[config.mk]
export PLATFORM = sky130hd
export DESIGN_NAME = weight_delta_outer
export DESIGN_NICKNAME = d
export VERILOG_FILES = /design/src/rtl/weight_delta_outer.sv
export SDC_FILE = /design/constraint.sdc
export NUM_CORES = 1
export LEC_CHECK = 0
export CAP_MARGIN = 20
export CORE_ASPECT_RATIO = 1.75
export CORE_MARGIN = 3
export CORE_UTILIZATION = 62
export DETAILED_ROUTE_END_ITERATION = 7
export HOLD_SLACK_MARGIN = 0.1
export PLACE_DENSITY = 0.84
export SKIP_LAST_GASP = 1
export SYNTH_ARGS = -nofsm -noshare
export SYNTH_HDL_FRONTEND = slang
export SYNTH_SLANG_ARGS = --single-unit
[constraint.sdc]
create_clock -name clk -period 9 [get_ports clk]
set_clock_uncertainty 0.15 [all_clocks]
set_input_delay 2.25 -clock clk [delete_from_list [all_inputs] [get_ports clk]]
set_output_delay 2.25 -clock clk [all_outputs]
set_load 0.05 [all_outputs]
[src/rtl/weight_delta_outer.sv]
// weight_delta_outer: backpropagation weight-update stage.
// Captures a delta vector and an activation vector. It then streams their
// outer product, scaled by 2^-LR_SHIFT, one weight-matrix row per handshake.
// Optional feature macro: WEIGHT_DELTA_SATURATE_EN. When it is defined,
// overflowing cells clamp to the output range. When it is undefined, they
// wrap in two's complement.
module weight_delta_outer #(
    parameter int ROWS           = 4,
    parameter int COLS           = 5,
    parameter int DELTA_WIDTH    = 8,
    parameter int ACT_WIDTH      = 8,
    parameter int RESULT_WIDTH   = 8,
    parameter int FRACTION_WIDTH = 4,
    parameter int LR_SHIFT       = 0,
    localparam int IDX_W         = (ROWS > 1) ? $clog2(ROWS) : 1
) (
    input  logic                         clk,
    input  logic                         rst,
    input  logic [ROWS*DELTA_WIDTH-1:0]  delta,
    input  logic                         delta_valid,
    output logic                         delta_ready,
    input  logic [COLS*ACT_WIDTH-1:0]    act,
    input  logic                         act_valid,
    output logic                         act_ready,
    output logic [COLS*RESULT_WIDTH-1:0] row,
    output logic [IDX_W-1:0]             row_index,
    output logic                         row_last,
    output logic                         row_valid,
    input  logic                         row_ready,
    output logic                         error
);

    localparam int PW    = DELTA_WIDTH + ACT_WIDTH;
    localparam int EW    = (RESULT_WIDTH > PW) ? RESULT_WIDTH : PW;
    localparam int SHIFT = FRACTION_WIDTH + LR_SHIFT;
    localparam logic [RESULT_WIDTH-1:0] RMAX = {1'b0, {(RESULT_WIDTH-1){1'b1}}};
    localparam logic [RESULT_WIDTH-1:0] RMIN = {1'b1, {(RESULT_WIDTH-1){1'b0}}};

    typedef enum logic [1:0] {IDLE, CALC, OUT} state_t;

    state_t                         state;
    logic [ROWS*DELTA_WIDTH-1:0]    delta_buf;
    logic [COLS*ACT_WIDTH-1:0]      act_buf;
    logic                           delta_set;
    logic                           act_set;

    logic [DELTA_WIDTH-1:0]         d_cell;
    logic signed [EW-1:0]           prod;
    logic signed [EW-1:0]           shifted;
    logic                           ovf;
    logic                           ovf_any;
    logic [COLS*RESULT_WIDTH-1:0]   row_next;

    assign delta_ready = !delta_set;
    assign act_ready   = !act_set;

    // Current row: COLS parallel products of the selected delta cell, floor-shifted, range-checked.
    // Products are formed at width max(PW, RESULT_WIDTH). A cell fits when every bit from
    // the result sign bit upward is equal. When RESULT_WIDTH >= PW that span is a single
    // bit, so overflow never occurs.
    always_comb begin
        row_next = '0;
        ovf_any  = 1'b0;
        ovf      = 1'b0;
        d_cell   = '0;
        prod     = '0;
        shifted  = '0;
        for (int unsigned r = 0; r < ROWS; r++) begin
            if (IDX_W'(r) == row_index)
                d_cell = delta_buf[r*DELTA_WIDTH +: DELTA_WIDTH];
        end
        for (int unsigned c = 0; c < COLS; c++) begin
            prod    = EW'($signed(d_cell)) * EW'($signed(act_buf[c*ACT_WIDTH +: ACT_WIDTH]));
            shifted = prod >>> SHIFT;
            ovf     = !((&shifted[EW-1:RESULT_WIDTH-1]) || !(|shifted[EW-1:RESULT_WIDTH-1]));
            ovf_any = ovf_any | ovf;
            row_next[c*RESULT_WIDTH +: RESULT_WIDTH] = shifted[RESULT_WIDTH-1:0];
`ifdef WEIGHT_DELTA_SATURATE_EN
            if (ovf)
                row_next[c*RESULT_WIDTH +: RESULT_WIDTH] = shifted[EW-1] ? RMIN : RMAX;
`endif
        end
    end

    // Input capture, batch sequencing and registered row outputs.
    always_ff @(posedge clk) begin
        if (rst) begin
            state     <= IDLE;
            delta_buf <= '0;
            act_buf   <= '0;
            delta_set <= 1'b0;
            act_set   <= 1'b0;
            row       <= '0;
            row_index <= '0;
            row_last  <= 1'b0;
            row_valid <= 1'b0;
            error     <= 1'b0;
        end else begin
            if (delta_valid && !delta_set) begin
                delta_buf <= delta;
                delta_set <= 1'b1;
            end
            if (act_valid && !act_set) begin
                act_buf <= act;
                act_set <= 1'b1;
            end
            case (state)
                IDLE: begin
                    if (delta_set && act_set) begin
                        state     <= CALC;
                        error     <= 1'b0;
                        row_index <= '0;
                    end
                end
                CALC: begin
                    row       <= row_next;
                    row_valid <= 1'b1;
                    row_last  <= (row_index == IDX_W'(ROWS-1));
                    if (ovf_any)
                        error <= 1'b1;
                    state     <= OUT;
                end
                OUT: begin
                    if (row_ready) begin
                        row_valid <= 1'b0;
                        row_last  <= 1'b0;
                        if (row_index == IDX_W'(ROWS-1)) begin
                            delta_set <= 1'b0;
                            act_set   <= 1'b0;
                            state     <= IDLE;
                        end else begin
                            row_index <= row_index + IDX_W'(1);
                            state     <= CALC;
                        end
                    end
                end
                default: state <= IDLE;
            endcase
        end
    end

endmodule

==> out/metrics.yaml <==
criticalPathCategory: "reg -> reg"
grt_pass1_wl_um: 67820
placedCellCount: 2477
area_growth_pct: 12.49
synthDistinctLibCells: 61
post_cts.repair.setup_buffers: 0
maxSlewHeadroom_pct: 26.63
p_leak_nw: 9.009
power.density_mw_per_mm2: 98.82
clockBufferDepth: 2
synth_area_leaders: "fa_1 (32%), dfxtp_1 (14%), ha_1 (10%)"
finalSetupTns_ps: 0
syn_nets: 2559
r2r-start: "row_index[1]"
die_w_um: 131.4
coreArea_mm2: 0.02689
hold_violations: 0
min-delay-start: "row[4]"
worst-endpoint-required_ps: 9160
wire_per_inst_um: 16.11
finalMaxSlewViolations: 0
synth_edf_count: 0
synthArstFlopShare_pct: 0
gp_congestion: 0.8759
critPathCaptureType: "flop"
yosys.area.top_type: "fa_1"
clockPowerShare_pct: 40.4
wl_um: 40440
r2r_setup_slack_ps: 1500
root_buffer: "clkbuf_16"
post_cts_resized: 0
setup_slack_ps: 1500
worst_pin_slew_ps: 1101
swShare_pct: 32.65
fin_nets: 2625
die-area_mm2: 0.02962
rsz0062_at_grt: "false"
avgSynthCellArea_um2: 8.250
overflow: 0
vdd_ir_drop_max_uv: 150.7
dr.pass1.iters: 5
fmax_mhz: 133.3
antenna_found_initial: 0
syn_inst: 2068
fin_crit_ps: 7500
stdcell_count: 2510
portBuffers: 123
dp_slack_ps: 1583
crit_fanout: 17
maxCapViolCount: 0
internal-power_w: 0.001277
clk_pin_slew_ps: 60
yosys_warnings: 0
drive_above_1_share_pct: 3.029
finalInstanceArea_mm2: 0.01919
fillers: 2100
grt_max_degree: 75
whs_endpoint: "row[4]"
clkSinkCount: 121
holdBufCountCts: 0
setup_viol: 0
dr.first_iter.drc_count: 722
yosysTopAreaCellShare_pct: 31.80
tritoncts.num_buffers: 17
cts_tree: "yes"
regArea_mm2: 0.002422
avgViaCountPerCell: 5.427
reg2reg_to: "error"
start_util_pct: 63.45
syn_area_mm2: 0.01706
ff2ff_path_depth: 27
final_antenna_net_count: 0
dp_hpwl_um: 31930
clock_latency_ps: 450
place_area_mm2: 0.01849
ys_ff_latch: 121
htreeDepth: 4
status: "finished clean"
multiInputGateArea_mm2: 0.01273
hold_depth: 2
min_path_type: "reg -> reg"
grt_pass1_vias: 14980
yosysSeqAreaShare_pct: 14.20
p_seq_share_pct: 31.5
worstPathArrival_ps: 7660
period_share_pct: 83.33
crit_path_start_kind: "flop"
p_sw_w: 0.0006191
track_usage_pct: 28.50
rows: 79
power_frac_comb_pct: 28.2
drc: 0
dieHeight_um: 225.4
ys.flop_type: "dfxtp_1"
pin_count: 124
vias: 13623
antenna_cells: 0
## area by class of cell
type                       count  share of cell area, %
clock inverter                11                  1.017
multi-input combinational   1439                  66.34
tap                          364                  2.373
timing repair buffer         136                  7.120
clock buffer                  20                  2.328
inverter                     419                  8.195
sequential                   121                  12.62
## cell families after synthesis
| logic type | share of synthesized area [%] |
|---|---|
| buf+inv | 11.31 |
| simple gates | 19.12 |
| mux | 0.1980 |
| fa+ha+maj | 42.29 |
| xor+xnor | 4.151 |
| compound gates | 8.735 |
| flops | 14.20 |
## per-stage QoR
| step | power, W | hold slack, ps | utilization, % |
|---|---|---|---|
| final | 0.001896 | 301.0 | 71.38 |
| after global routing | 0.001990 | 327.7 | 71.38 |
| after CTS | 0.001897 | 299.9 | 71.17 |
| after detailed placement | 0.001128 | 292.0 | 68.79 |
| after global placement | 0.001110 | 286.9 | 68.79 |
| after floorplan | 0.0009680 | 286.6 | - |
## state kept, by name, summed over array words and instances (netlist names)
name / flops
state: 2
act_set: 1
row_index: 2
delta_set: 1
error: 1
row_last: 1
delta_buf: 32
row: 40
row_valid: 1
act_buf: 40
## worst max-delay path by stage
| stage | startpoint | endpoint | slack, ps | depth (start not counted) |
|---|---|---|---|---|
| 3_5_place_dp | row_index[1] | error | 1580 | 26 |
| 2_1_floorplan | row_index[1] | error | 2130 | 28 |
| 5_1_grt | row_index[1] | error | 1060 | 27 |
| 6_report | row_index[1] | error | 1500 | 27 |
| 3_3_place_gp | row_index[1] | error | 1760 | 27 |
| 4_1_cts | row_index[1] | error | 1510 | 26 |
## cells in the final DEF, fill, tap and decap left out, drive strengths merged, types with 18 or more instances in the layout
cell type / Yosys / routed
xnor2: 64 / 64
clkbuf: 79 / 20
nand3: 18 / 18
inv: 419 / 420
nor2b: 25 / 25
o21ai: 18 / 18
and2: 165 / 165
ha: 143 / 143
a21o: 22 / 22
nor2: 78 / 78
a21oi: 161 / 161
nand2: 347 / 347
dfxtp: 121 / 121
fa: 271 / 271
clkdlybuf4s50: 0 / 122
## power by group through the flow
stage / combinational, W / sequential [W] / clock [W]
floorplan: 0.000368 / 0.000600 / 0
global placement: 0.000505 / 0.000605 / 0
detailed placement: 0.000522 / 0.000606 / 0
CTS: 0.000529 / 0.000595 / 0.000772
global route: 0.000597 / 0.000599 / 0.000794
finish: 0.000534 / 0.000596 / 0.000766
## per-layer routing
metal,global-route usage (%),up-vias,routed length [µm]
met1,28.76,6700,14220
met4,17.73,0,2357
met2,53.99,372,21900
met5,0,-,0
met3,5.094,139,1975
li1,-,6412,-
## worst max-delay path, stage by stage, from the launching register on
cell and delay (ps):
dfxtp_1 350, inv_1 100, ha_1 440, nor2_1 100, a21oi_1 130, nor2_1 50, a21oi_1 130, nor2_1 60
a21oi_2 800, buf_4 400, nand2_1 110, fa_1 460, fa_1 490, inv_1 50, fa_1 470, inv_1 50
fa_1 470, inv_1 40, ha_1 350, nand3_1 140, o2111ai_1 240, o311ai_1 240, o211ai_1 260, xnor2_1 140
nor4_1 420, mux2i_2 220, a221oi_2 360, a31oi_1 130
## Yosys cell counts, types with 2 or more instances
master	instances
fa_1	271
o2111ai_1	6
o21ai_1	7
a2111oi_0	3
nor4b_1	2
or2_2	2
and3_1	9
nand3_1	18
and2_1	165
a31oi_1	5
mux2i_1	2
or4_4	2
inv_1	419
nand4_1	4
o21ai_0	11
or4_1	2
xnor2_2	2
buf_1	9
o31ai_1	4
xnor2_1	61
nor2_1	78
a211oi_1	8
nor2b_1	25
or3_1	6
nor3_1	17
o21a_1	7
xor2_1	13
a21o_1	22
nand3b_1	2
nand2b_1	7
a21oi_1	159
nand2_1	347
o211ai_1	2
clkbuf_8	2
clkbuf_1	76
o21bai_1	4
ha_1	143
dfxtp_1	121
nor3b_1	2
a21oi_2	2
No activity file was read; power rests on OpenSTA's default activity.
